$ cat src/rtl/bip_control_unit.sv
// BIP fetch/decode controller: two-cycle FETCH/EXEC sequencer driving program memory and datapath strobes.
// Optional free-running active-cycle counter enabled by defining BIP_CYCLE_COUNTER_EN.
module bip_control_unit #(
    parameter int PC_WIDTH      = 11,
    parameter int INSN_WIDTH    = 16,
    parameter int OPERAND_WIDTH = 11
) (
    input  logic                     i_clk,
    input  logic                     i_rst_n,
    input  logic                     i_enable,
    output logic [PC_WIDTH-1:0]      o_pm_addr,
    output logic                     o_pm_enb,
    input  logic [INSN_WIDTH-1:0]    i_pm_data,
    output logic [OPERAND_WIDTH-1:0] o_operand,
    output logic [1:0]               o_sel_a,
    output logic                     o_sel_b,
    output logic                     o_op,
    output logic                     o_wr_acc,
    output logic                     o_wr_ram,
    output logic                     o_rd_ram,
    output logic                     o_halt,
    output logic [PC_WIDTH-1:0]      o_pc
`ifdef BIP_CYCLE_COUNTER_EN
    ,
    output logic [31:0]              o_cycle_count
`endif
);

    typedef enum logic [1:0] {
        ST_IDLE  = 2'd0,
        ST_FETCH = 2'd1,
        ST_EXEC  = 2'd2,
        ST_HALT  = 2'd3
    } state_t;

    localparam logic [4:0] OP_HLT  = 5'b00000;
    localparam logic [4:0] OP_STO  = 5'b00001;
    localparam logic [4:0] OP_LD   = 5'b00010;
    localparam logic [4:0] OP_LDI  = 5'b00011;
    localparam logic [4:0] OP_ADD  = 5'b00100;
    localparam logic [4:0] OP_ADDI = 5'b00101;
    localparam logic [4:0] OP_SUB  = 5'b00110;
    localparam logic [4:0] OP_SUBI = 5'b00111;

    state_t                   state_reg;
    logic [PC_WIDTH-1:0]      pc_reg;
    logic [OPERAND_WIDTH-1:0] operand_reg;
    logic [4:0]               opcode;

    assign opcode = i_pm_data[INSN_WIDTH-1 -: 5];

    always_ff @(posedge i_clk or negedge i_rst_n) begin
        if (!i_rst_n) begin
            state_reg   <= ST_IDLE;
            pc_reg      <= '0;
            operand_reg <= '0;
        end else if (i_enable) begin
            case (state_reg)
                ST_IDLE:  state_reg <= ST_FETCH;
                ST_FETCH: state_reg <= ST_EXEC;
                ST_EXEC: begin
                    operand_reg <= i_pm_data[OPERAND_WIDTH-1:0];
                    if (opcode == OP_HLT) begin
                        state_reg <= ST_HALT;
                    end else begin
                        pc_reg    <= pc_reg + PC_WIDTH'(1);
                        state_reg <= ST_FETCH;
                    end
                end
                default:  state_reg <= ST_HALT;
            endcase
        end
    end

    assign o_pm_addr = pc_reg;
    assign o_pc      = pc_reg;
    assign o_pm_enb  = (state_reg == ST_FETCH) && i_enable;
    assign o_halt    = (state_reg == ST_HALT);
    // Memory holds its output while disabled, so the live word stays valid through a stalled EXEC.
    assign o_operand = (state_reg == ST_EXEC) ? i_pm_data[OPERAND_WIDTH-1:0] : operand_reg;

    always_comb begin
        o_sel_a  = 2'b00;
        o_sel_b  = 1'b0;
        o_op     = 1'b0;
        o_wr_acc = 1'b0;
        o_wr_ram = 1'b0;
        o_rd_ram = 1'b0;
        if ((state_reg == ST_EXEC) && i_enable) begin
            case (opcode)
                OP_STO:  o_wr_ram = 1'b1;
                OP_LD: begin
                    o_rd_ram = 1'b1;
                    o_wr_acc = 1'b1;
                end
                OP_LDI: begin
                    o_sel_a  = 2'b01;
                    o_wr_acc = 1'b1;
                end
                OP_ADD: begin
                    o_rd_ram = 1'b1;
                    o_sel_a  = 2'b10;
                    o_wr_acc = 1'b1;
                end
                OP_ADDI: begin
                    o_sel_b  = 1'b1;
                    o_sel_a  = 2'b10;
                    o_wr_acc = 1'b1;
                end
                OP_SUB: begin
                    o_rd_ram = 1'b1;
                    o_sel_a  = 2'b10;
                    o_op     = 1'b1;
                    o_wr_acc = 1'b1;
                end
                OP_SUBI: begin
                    o_sel_b  = 1'b1;
                    o_sel_a  = 2'b10;
                    o_op     = 1'b1;
                    o_wr_acc = 1'b1;
                end
                default: ;
            endcase
        end
    end

`ifdef BIP_CYCLE_COUNTER_EN
    logic [31:0] cycle_count_reg;

    always_ff @(posedge i_clk or negedge i_rst_n) begin
        if (!i_rst_n) begin
            cycle_count_reg <= '0;
        end else if (i_enable && ((state_reg == ST_FETCH) || (state_reg == ST_EXEC))) begin
            cycle_count_reg <= cycle_count_reg + 32'd1;
        end
    end

    assign o_cycle_count = cycle_count_reg;
`endif

endmodule

$ cat config.mk
export PLATFORM = sky130hd
export DESIGN_NAME = bip_control_unit
export DESIGN_NICKNAME = d
export VERILOG_FILES = /design/src/rtl/bip_control_unit.sv
export SDC_FILE = /design/constraint.sdc
export NUM_CORES = 1
export LEC_CHECK = 0
export ABC_CLOCK_PERIOD_IN_PS = 1500
export BUFFER_PORTS_ARGS = -buffer_cell sky130_fd_sc_hd__buf_2
export CAP_MARGIN = 20
export CORE_MARGIN = 3
export CORE_UTILIZATION = 46
export DETAILED_ROUTE_END_ITERATION = 12
export GPL_ROUTABILITY_DRIVEN = 0
export GPL_TIMING_DRIVEN = 1
export PLACE_DENSITY = 0.79
export SYNTH_ARGS = -nofsm -noshare
export SYNTH_HDL_FRONTEND = slang
export SYNTH_SLANG_ARGS = --single-unit
$ cat constraint.sdc
create_clock -name i_clk -period 1.5 [get_ports i_clk]
set_clock_uncertainty 0.1 [all_clocks]
set_input_delay 0.075 -clock i_clk [delete_from_list [all_inputs] [get_ports i_clk]]
set_output_delay 0.075 -clock i_clk [all_outputs]
set_load 0.02 [all_outputs]
==> summary.md, run 1 <==
| Metric | Value |
|---|---|
| Adder-cell share of the synthesized area | `0.957%` |
| Gr usage total | `18.2%` |
| Cell row count | `18` |
| Crit end category | `primary output` |
| Synthesized cell area | `1310 um^2` |
| Clock root cell | `clkbuf_4` |
| Mapped Avg Cell Area | `12.0 um^2` |
| IO Count | `61` |
| Filler cells | `163` |
| Final setup fails | `24` |
| Core Util, Final | `76.0%` |
| Synth top area share | `45.9%` |
| Share of cells above drive strength 1 | `52.2%` |
| DR pass1 iterations | `4` |
| Multi-input combinational cell area | `674 um^2` |
| ANT cells | `0` |
| PortBufs | `60` |
| Final Total Pwr | `2.88 mW` |
| Nets | `205` |
| Yosys cell types | `29` |
| Setup CP Type | `flip-flop to primary output` |
| Post-synthesis simple-gate area fraction | `14.5%` |
| Synth warnings | `0` |
| # DRC | `0` |
| Total routed wirelength | `3110 um` |
| Worst Path Required | `1320 ps` |
| Vias in the first global route | `1102` |
| HP Class | `primary input to flip-flop` |
| Crit path cell chain | `nand3b_4 -> nor3_4 -> buf_4 -> and3_4 -> buf_6` |
| CTS buffer count | `3` |
| Top-count cell post-synth | `dfrtp_1` |
| Max-cap violations | `0` |
| Placement Setup Slack | `26.0 ps` |
| FFs w/ async S/R, synth | `100%` |
| Post-Synth XOR/XNOR Area | `6.70%` |
| RSZ-0062 raised after global routing | `true` |
| Failing checks | `negative setup slack` |
| Global-route wire length before repair | `4820 um` |
| DR iter-0 viols | `23` |
| CP delay by family, top | `simple AND/OR/NAND/NOR gates` |
| CTS Buffer Depth | `2` |
| P_leak | `0.990 nW` |
| Maximum clock rate | `568 MHz` |
| Synth Area in Compound Gates | `3.83%` |
| Max-slew violations | `0` |
| Final Hold Viols | `0` |
| Critical path peak fanout | `5` |
| TritonCTS clock tree | `built` |
| CP max-delay cell | `dfrtp_1` |
| Max incr delay on CP | `450 ps` |
| Worst skew pair latency | `310 ps` |
| DR vias/cell | `5.03` |
| Clock transition at the registers of the reported paths | `130 ps` |
| Mux contribution to synthesized area | `20.1%` |
| DR vias | `1076` |
| Seq/Total Area, Yosys | `45.9%` |
| Worst Tran Pin Value | `520 ps` |
| Initial core utilization | `50.5%` |
| Power Dens Cells | `1460 nW/um^2` |
| Die Wd | `59.3 um` |
| Die Ht | `59.3 um` |
| Largest family of logic cells by synthesized area | `multiplexers` |
| Most used DFF post-synth | `dfrtp_1` |
| Grt total ovfl | `0` |
| Arr. time, crit path | `1590 ps` |
| Worst vdd ir | `1240 uV` |
| Post-layout min period | `1760 ps` |
| Setup WS post-layout | `-261 ps` |
| Synthesized instance count | `109` |
| Cell taking the most area after synthesis | `dfrtp_1` |
| Sequential cell area | `601 um^2` |
| Post-DP HPWL | `1990 um` |
| Relative slew slack | `65.3%` |
| Setup TNS | `-3950 ps` |
| Antenna Nets Post-Route | `0` |
| Area grow syn2layout | `50.5%` |
| Routed WL per cell | `14.5 um` |
| Synth cell count leaders | `24 x dfrtp_1, 20 x mux2_1, 11 x buf_4` |
| H-tree depth | `1` |
| Post-synth EDFFs | `0` |
| Core area | `2590 um^2` |
| Clk sinks | `24` |
| Synth area leaders | `dfrtp_1 46%, mux2_1 17%, buf_4 6.3%` |
| Fin crit share | `117%` |
| Largest net degree at the start of global routing | `25` |
| Status | `complete, but fails checks` |
| Initial antenna violation count | `0` |
| Startpoint Class | `flip-flop` |
| Die ar. | `3520 um^2` |
| Buf/Inv on CP | `2` |
| Seq cells post-synth | `24` |
| Syn Nets | `129` |
==> repair_timing <==
item | CTS | global route
gates resized for setup | 34 | 6
hold buffers | 13 | 0
endpoints found under the setup margin | 18 | 39
setup buffers | 3 | 1
pin swaps | 1 | 3
endpoints found under the hold margin | 37 | 0
cloned | 1 | 0
==> tightest hold or removal path, cell delays in order <==
cell	delay, ps
buf_2	130
a21boi_0	140
o21ai_1	110
==> logic make-up (layout without fill, tap and decap cells) <==
logic type	count (synthesis)	count (layout)
simple gates	29	29
flops	24	24
mux	23	23
buf+inv	16	91
xor+xnor	10	10
compound gates	6	6
fa+ha+maj	1	1
==> per-stage QoR <==
| stage | std cells | hold slack, ps | cell area [um^2] |
|---|---|---|---|
| 2_1_floorplan | 109 | -321 | 1320 |
| 5_1_grt | 214 | 77.5 | 1970 |
| 6_report | 214 | 83.0 | 1970 |
| 3_5_place_dp | 192 | -19.3 | 1610 |
| 4_1_cts | 213 | 50.0 | 1940 |
| 3_3_place_gp | 192 | -25.7 | 1610 |
==> per-layer routing <==
layer / vias up / global-route usage, % / part of all wire (%) / wire [um]
li1: 520 / - / - / -
met4: 0 / 4.85 / 0.26 / 8
met2: 41 / 35.6 / 53 / 1660
met5: - / 0 / 0 / 0
met3: 2 / 2.83 / 7.1 / 220
met1: 513 / 19.8 / 39 / 1230
==> where the power goes <==
part           switching [mW]  internal (mW)  leakage, nW
clock network           0.189          0.270       0.0279
logic                   0.752          0.677        0.661
registers               0.132          0.859        0.301
==> final cells by class <==
type | count | area share, %
clock buffer | 3 | 1.14
clock inverter | 1 | 1.53
inverter | 3 | 0.572
multi-input combinational | 69 | 34.3
sequential | 24 | 30.5
tap | 30 | 1.91
timing repair buffer | 84 | 30.1
==> cells in the final DEF, fill, tap and decap left out, drive strengths merged, types with 2 or more instances in the layout <==
master and count:
inv 3, nand3 3, nand2 6, dfrtp 24, and4 2, nand4 2, clkbuf 3, nor3 2
and2 3, mux2 23, buf 71, and3 2, nor2 6, dlygate4sd3 13, xnor2 7, xor2 3
==> worst paths after layout <==
| kind | slack (ps) | cells after the start | start | endpoint |
|---|---|---|---|---|
| max | -260 | 5 | state_reg[0] | o_sel_b |
| min | 80 | 3 | i_enable | state_reg[1] |
| max reg2reg | -40 | 5 | state_reg[0] | o_pc[8] |
| min reg2reg | 410 | 1 | operand_reg[9] | operand_reg[9] |
| max in group asynchronous | 800 | 2 | i_rst_n | o_pc[0] |
| min in group asynchronous | 150 | 2 | i_rst_n | operand_reg[8] |
Power figures use the tool's default switching activity.
==> run 2: changes to the inputs <==
--- a/config.mk
+++ b/config.mk
@@ -9,11 +9,11 @@
 export BUFFER_PORTS_ARGS = -buffer_cell sky130_fd_sc_hd__buf_2
 export CAP_MARGIN = 20
 export CORE_MARGIN = 3
-export CORE_UTILIZATION = 46
+export CORE_UTILIZATION = 40
 export DETAILED_ROUTE_END_ITERATION = 12
 export GPL_ROUTABILITY_DRIVEN = 0
 export GPL_TIMING_DRIVEN = 1
-export PLACE_DENSITY = 0.79
+export PLACE_DENSITY = 0.7
 export SYNTH_ARGS = -nofsm -noshare
 export SYNTH_HDL_FRONTEND = slang
 export SYNTH_SLANG_ARGS = --single-unit
==> summary.md, run 2 (synthesis results as in run 1) <==
| Metric | Value |
|---|---|
| Status | `complete, but fails checks (unchanged)` |
| Failing checks | `negative setup slack (unchanged)` |
| Grt total ovfl | `0 (unchanged)` |
| Crit end category | `flip-flop (was primary output)` |
| Initial core utilization | `42.5% (was 50.5%)` |
| RSZ-0062 raised after global routing | `true (unchanged)` |
| Clk sinks | `24 (unchanged)` |
| Initial antenna violation count | `0 (unchanged)` |
| ANT cells | `0 (unchanged)` |
| CP delay by family, top | `flip-flops (was simple AND/OR/NAND/NOR gates)` |
| Post-DP HPWL | `2030 um (was 1990 um)` |
| Final setup fails | `40 (was 24)` |
| Buf/Inv on CP | `3 (was 2)` |
| Fin crit share | `118% (was 117%)` |
| Critical path peak fanout | `5 (unchanged)` |
| Share of cells above drive strength 1 | `59.9% (was 52.2%)` |
| Clock transition at the registers of the reported paths | `130 ps (about the same)` |
| DR vias/cell | `4.84 (was 5.03)` |
| Worst skew pair latency | `310 ps (about the same)` |
| TritonCTS clock tree | `built (unchanged)` |
| DP Cell Count | `207 (was 192)` |
| DR vias | `1117 (was 1076)` |
| Power Dens Cells | `1440 nW/um^2 (was 1460 nW/um^2)` |
| P_leak | `1.07 nW (was 0.990 nW)` |
| Total routed wirelength | `3490 um (was 3110 um)` |
| DR pass1 iterations | `2 (was 4)` |
| PortBufs | `60 (unchanged)` |
| Nets | `208 (was 205)` |
| Non-Filler Instances | `231 (was 214)` |
| Max-cap violations | `0 (unchanged)` |
| Max-slew violations | `0 (unchanged)` |
| IO Count | `61 (unchanged)` |
| CTS Buffer Depth | `2 (unchanged)` |
| DR iter-0 viols | `19 (was 23)` |
| Antenna Nets Post-Route | `0 (unchanged)` |
| Die Ht | `63.2 um (was 59.3 um)` |
| Crit path cell chain | `nand3b_4 -> buf_4 -> buf_8 -> buf_4 -> a21oi_4 -> mux2_4 (was nand3b_4 -> nor3_4 -> buf_4 -> and3_4 -> buf_6)` |
| # DRC | `0 (unchanged)` |
| Placed Area | `1630 um^2 (was 1610 um^2)` |
| Gr usage total | `17.0% (was 18.2%)` |
| Setup WS post-layout | `-275 ps (was -261 ps)` |
| Vias in the first global route | `1167 (was 1102)` |
| CTS buffer count | `3 (unchanged)` |
| Design area | `2090 um^2 (was 1970 um^2)` |
| Arr. time, crit path | `1880 ps (was 1590 ps)` |
| H-tree depth | `1 (unchanged)` |
| Global-route wire length before repair | `5460 um (was 4820 um)` |
| Cell row count | `20 (was 18)` |
| Filler cells | `236 (was 163)` |
| Post-layout min period | `1770 ps (was 1760 ps)` |
| Clock root cell | `clkbuf_4 (unchanged)` |
| CP max-delay cell | `dfrtp_2 (was dfrtp_1)` |
| Routed WL per cell | `15.1 um (was 14.5 um)` |
| Relative slew slack | `64.1% (was 65.3%)` |
| Die ar. | `3990 um^2 (was 3520 um^2)` |
| Commonest cells after routing, fill and taps aside | `45 x buf_2, 23 x dfrtp_1, 16 x mux2_4 (was 48 x buf_2, 24 x dfrtp_1, 17 x mux2_1)` |
| Core area | `3080 um^2 (was 2590 um^2)` |
| Worst Path Required | `1610 ps (was 1320 ps)` |
| HP Class | `primary input to flip-flop (unchanged)` |
| Startpoint Class | `flip-flop (unchanged)` |
| Largest net degree at the start of global routing | `25 (unchanged)` |
| Max incr delay on CP | `460 ps (was 450 ps)` |
| Maximum clock rate | `563 MHz (was 568 MHz)` |
| CP most frequent cell | `buf_4` |
| Final Hold Viols | `0 (unchanged)` |
| Most common cell after layout, fill and taps aside | `buf_2 (unchanged)` |
| Worst vdd ir | `841 uV (was 1240 uV)` |
| Setup CP Type | `flip-flop to flip-flop (was flip-flop to primary output)` |
| Worst Tran Pin Value | `539 ps (was 520 ps)` |
| Area grow syn2layout | `59.8% (was 50.5%)` |
| Die Wd | `63.2 um (was 59.3 um)` |
==> run 2: what timing repair did <==
item                                   CTS  global route
pin swaps                                5             6
gates cloned                             1             1
setup buffers                            3             3
endpoints found under the hold margin   37             0
hold buffers                            13             0
setup endpoints to repair               18            40
gates resized for setup                 41            22
==> run 2: area by class of cell <==
cell class                 instances  area (um^2)  area share, %
inverter                           3         11.3          0.539
clock buffer                       4         36.3           1.74
multi-input combinational         69          729           34.9
tap                               44         55.1           2.63
sequential                        24          602           28.8
timing repair buffer              87          656           31.4
==> run 2: tightest hold or removal path, delay by kind of cell <==
family          cells  cell delay (ps)
buf+inv             1              130
compound gates      2              240
==> run 2: path summary, 6_finish.rpt <==
path / slack, ps / from / end / cells past startpoint
max: -270 / state_reg[0] / o_pc[1] / 6
min: 70 / i_enable / state_reg[1] / 3
max reg2reg: -270 / state_reg[0] / o_pc[1] / 6
min reg2reg: 410 / o_pc[10] / o_pc[10] / 1
max in group asynchronous: 750 / i_rst_n / state_reg[0] / 2
min in group asynchronous: 170 / i_rst_n / state_reg[1] / 2
==> run 2: metrics by stage <==
step | hold WS, ps | utilization (%) | setup TNS, ps | power [mW] | worst slack (ps)
global route | 65.0 | 67.9 | -8700 | 3.18 | -332
floorplan | -321 | - | 0 | 1.84 | 16.2
finish | 70.0 | 67.9 | -6300 | 3.01 | -275
CTS | 52.6 | 64.0 | -4470 | 2.85 | -252
detailed placement | -14.7 | 53.0 | 0 | 2.20 | 24.7
global placement | -24.5 | 53.0 | 0 | 2.16 | 59.8
==> run 2: metal layers <==
layer | share of wire (%) | global-route usage [%] | wire length, um | vias up
met2 | 56 | 33.9 | 1960 | 41
met5 | 0 | 0 | 0 | -
met1 | 39 | 18.4 | 1360 | 551
met4 | 0 | 3.50 | 0 | 0
li1 | - | - | - | 525
met3 | 4.8 | 3.03 | 166 | 0
==> run 2: power by group <==
| group | internal (mW) | switching (mW) | total [mW] |
|---|---|---|---|
| clock network | 0.148 | 0.186 | 0.334 |
| logic | 0.869 | 0.804 | 1.67 |
| registers | 0.860 | 0.140 | 1.00 |
| total | 1.88 | 1.13 | 3.01 |
==> run 3: changes to the inputs <==
--- a/config.mk
+++ b/config.mk
@@ -5,7 +5,7 @@
 export SDC_FILE = /design/constraint.sdc
 export NUM_CORES = 1
 export LEC_CHECK = 0
-export ABC_CLOCK_PERIOD_IN_PS = 1500
+export ABC_CLOCK_PERIOD_IN_PS = 1810
 export BUFFER_PORTS_ARGS = -buffer_cell sky130_fd_sc_hd__buf_2
 export CAP_MARGIN = 20
 export CORE_MARGIN = 3
@@ -13,7 +13,7 @@
 export DETAILED_ROUTE_END_ITERATION = 12
 export GPL_ROUTABILITY_DRIVEN = 0
 export GPL_TIMING_DRIVEN = 1
-export PLACE_DENSITY = 0.7
+export PLACE_DENSITY = 0.75
 export SYNTH_ARGS = -nofsm -noshare
 export SYNTH_HDL_FRONTEND = slang
 export SYNTH_SLANG_ARGS = --single-unit
==> constraint.sdc (replaced) <==
create_clock -name i_clk -period 1.81 [get_ports i_clk]
set_clock_uncertainty 0.1 [all_clocks]
set_input_delay 0.0905 -clock i_clk [delete_from_list [all_inputs] [get_ports i_clk]]
set_output_delay 0.0905 -clock i_clk [all_outputs]
set_load 0.02 [all_outputs]
==> summary.md, run 3 (synthesis results as in run 1) <==
| Metric | Value |
|---|---|
| Status | `complete, but fails checks (unchanged)` |
| Failing checks | `negative setup slack (unchanged)` |
| Core Util, Final | `59.9% (was 67.9%)` |
| Worst Tran Pin Value | `536 ps (was 539 ps)` |
| Setup WS post-layout | `-19.2 ps (was -275 ps)` |
| Initial antenna violation count | `0 (unchanged)` |
| Worst vdd ir | `633 uV (was 841 uV)` |
| Switching share of power | `38.6% (was 37.6%)` |
| Maximum clock rate | `547 MHz` |
| Placed Area | `1590 um^2 (was 1630 um^2)` |
| Final setup fails | `2 (was 40)` |
| Crit end category | `primary output (was flip-flop)` |
| CP max-delay cell | `dfrtp_1 (was dfrtp_2)` |
| Gate power share | `44.6% (was 55.6%)` |
| DR pass1 iterations | `4 (was 2)` |
| Initial core utilization | `42.5% (unchanged)` |
| Routed WL per cell | `13.2 um (was 15.1 um)` |
| Area grow syn2layout | `41.1% (was 59.8%)` |
| Nets | `200 (was 208)` |
| Max incr delay on CP | `450 ps (was 460 ps)` |
| Final Hold Viols | `0 (unchanged)` |
| Psw | `0.856 mW (was 1.13 mW)` |
| Most common cell after layout, fill and taps aside | `buf_2 (unchanged)` |
| CP delay by family, top | `simple AND/OR/NAND/NOR gates (was flip-flops)` |
| Die Ht | `63.2 um (unchanged)` |
| DR iter-0 viols | `27 (was 19)` |
| PortBufs | `60 (unchanged)` |
| HP Class | `primary input to flip-flop (unchanged)` |
| Crit path cell chain | `nand3b_4 -> nor3_4 -> o21a_1 -> and2_4 -> buf_6 (was nand3b_4 -> buf_4 -> buf_8 -> buf_4 -> a21oi_4 -> mux2_4)` |
| Cell row count | `20 (unchanged)` |
| Vias in the first global route | `1069 (was 1167)` |
| Worst Path Required | `1620 ps (was 1610 ps)` |
| Max-cap violations | `0 (unchanged)` |
| Clock transition at the registers of the reported paths | `140 ps (was 130 ps)` |
| DR vias | `1041 (was 1117)` |
| P_int | `1.36 mW (was 1.88 mW)` |
| Max-slew violations | `0 (unchanged)` |
| IO Count | `61 (unchanged)` |
| Power Dens Cells | `1200 nW/um^2 (was 1440 nW/um^2)` |
| Gr usage total | `14.8% (was 17.0%)` |
| Commonest cells after routing, fill and taps aside | `54 x buf_2, 24 x dfrtp_1, 20 x mux2_1 (was 45 x buf_2, 23 x dfrtp_1, 16 x mux2_4)` |
| Clock root cell | `clkbuf_4 (unchanged)` |
| # DRC | `0 (unchanged)` |
| Design area | `1840 um^2 (was 2090 um^2)` |
| Setup CP Type | `flip-flop to primary output (was flip-flop to flip-flop)` |
| Die ar. | `3990 um^2 (unchanged)` |
| Clk sinks | `24 (unchanged)` |
| Post-DP HPWL | `2050 um (was 2030 um)` |
| Largest net degree at the start of global routing | `25 (unchanged)` |
| CTS buffer count | `3 (unchanged)` |
| RSZ-0062 raised after global routing | `true (unchanged)` |
| Share of cells above drive strength 1 | `47.5% (was 59.9%)` |
| Post-layout min period | `1830 ps` |
| TritonCTS clock tree | `built (unchanged)` |
| DR vias/cell | `4.67 (was 4.84)` |
| Buf/Inv on CP | `1 (was 3)` |
| Worst skew pair latency | `320 ps (was 310 ps)` |
| CTS Buffer Depth | `2 (unchanged)` |
| Global-route wire length before repair | `4800 um (was 5460 um)` |
| ANT cells | `0 (unchanged)` |
| Total routed wirelength | `2950 um (was 3490 um)` |
| Grt total ovfl | `0 (unchanged)` |
| Clock share of power | `17.6% (was 11.1%)` |
| Antenna Nets Post-Route | `0 (unchanged)` |
| Die Wd | `63.2 um (unchanged)` |
| Sequential power share | `37.8% (was 33.3%)` |
| H-tree depth | `1 (unchanged)` |
| Core area | `3080 um^2 (unchanged)` |
| P_leak | `0.937 nW (was 1.07 nW)` |
| Arr. time, crit path | `1640 ps (was 1880 ps)` |
| Fin crit share | `101%` |
| Critical path peak fanout | `5 (unchanged)` |
| Relative slew slack | `64.2% (was 64.1%)` |
| Startpoint Class | `flip-flop (unchanged)` |
-- run 3: changes by cell type in the layout (fill, tap and decap cells not counted), moves of 3 or more --
cell / before / now
mux2_1: 5 / 20
mux2_4: 16 / 1
buf_6: 12 / 2
buf_2: 45 / 54
buf_4: 14 / 10
nor2_2: 0 / 3
nor2_4: 3 / 0
-- run 3: layout make-up --
class,instances,area [um^2]
Inverter,3,11.3
Fill cell,261,1230
Clock inverter,1,30.0
Multi-Input combinational cell,69,627
Timing Repair Buffer,79,498
Tap cell,44,55.1
Clock buffer,3,22.5
Sequential cell,24,601
-- run 3: tightest hold or removal path, cell delays in order --
cell and delay, ps:
buf_2 130, nor4_4 70, a21boi_0 190, o21ai_1 70
-- run 3: final timing paths --
kind	end	startpoint	cells past startpoint	slack (ps)
setup / recovery	o_rd_ram	state_reg[0]	5	-20
hold / removal	state_reg[1]	i_pm_data[15]	4	160
setup reg to reg	o_pc[5]	state_reg[0]	5	200
hold reg to reg	o_pc[10]	o_pc[10]	1	400
max in group asynchronous	operand_reg[2]	i_rst_n	2	1090
min in group asynchronous	state_reg[0]	i_rst_n	2	170
-- run 3: power by group through the flow --
stage | sequential [mW] | combinational, mW | clock [mW]
final | 0.839 | 0.988 | 0.391
after global placement | 0.837 | 0.923 | 0
after floorplan | 0.882 | 0.638 | 0
after detailed placement | 0.856 | 0.938 | 0
after CTS | 0.840 | 0.991 | 0.396
after global routing | 0.866 | 1.07 | 0.426
-- run 3: per-stage QoR --
| step | hold slack [ps] | setup WS [ps] | cells | total power [mW] | TNS, ps |
|---|---|---|---|---|---|
| after floorplan | -305 | 210 | 109 | 1.52 | 0 |
| after global placement | -11.0 | 363 | 202 | 1.76 | 0 |
| after detailed placement | 2.68 | 290 | 202 | 1.79 | 0 |
| after CTS | 117 | -25.9 | 222 | 2.23 | -25.9 |
| after global routing | 196 | -98.3 | 223 | 2.37 | -606 |
| final | 156 | -19.2 | 223 | 2.22 | -24.7 |
-- run 3: per-layer routing --
layer | global-route usage (%) | vias up | wire, um
met1 | 16.9 | 496 | 1210
met2 | 28.1 | 38 | 1500
met3 | 3.21 | 2 | 233
met4 | 3.23 | 0 | 14
met5 | 0 | - | 0
li1 | - | 505 | -
-- run 3: what timing repair did --
action,in CTS,in global routing
setup endpoints to repair,14,17
endpoints found under the hold margin,37,0
gates cloned,1,0
hold buffers,13,0
buffers inserted,2,1
gates resized for setup,4,11
pin swaps,0,0
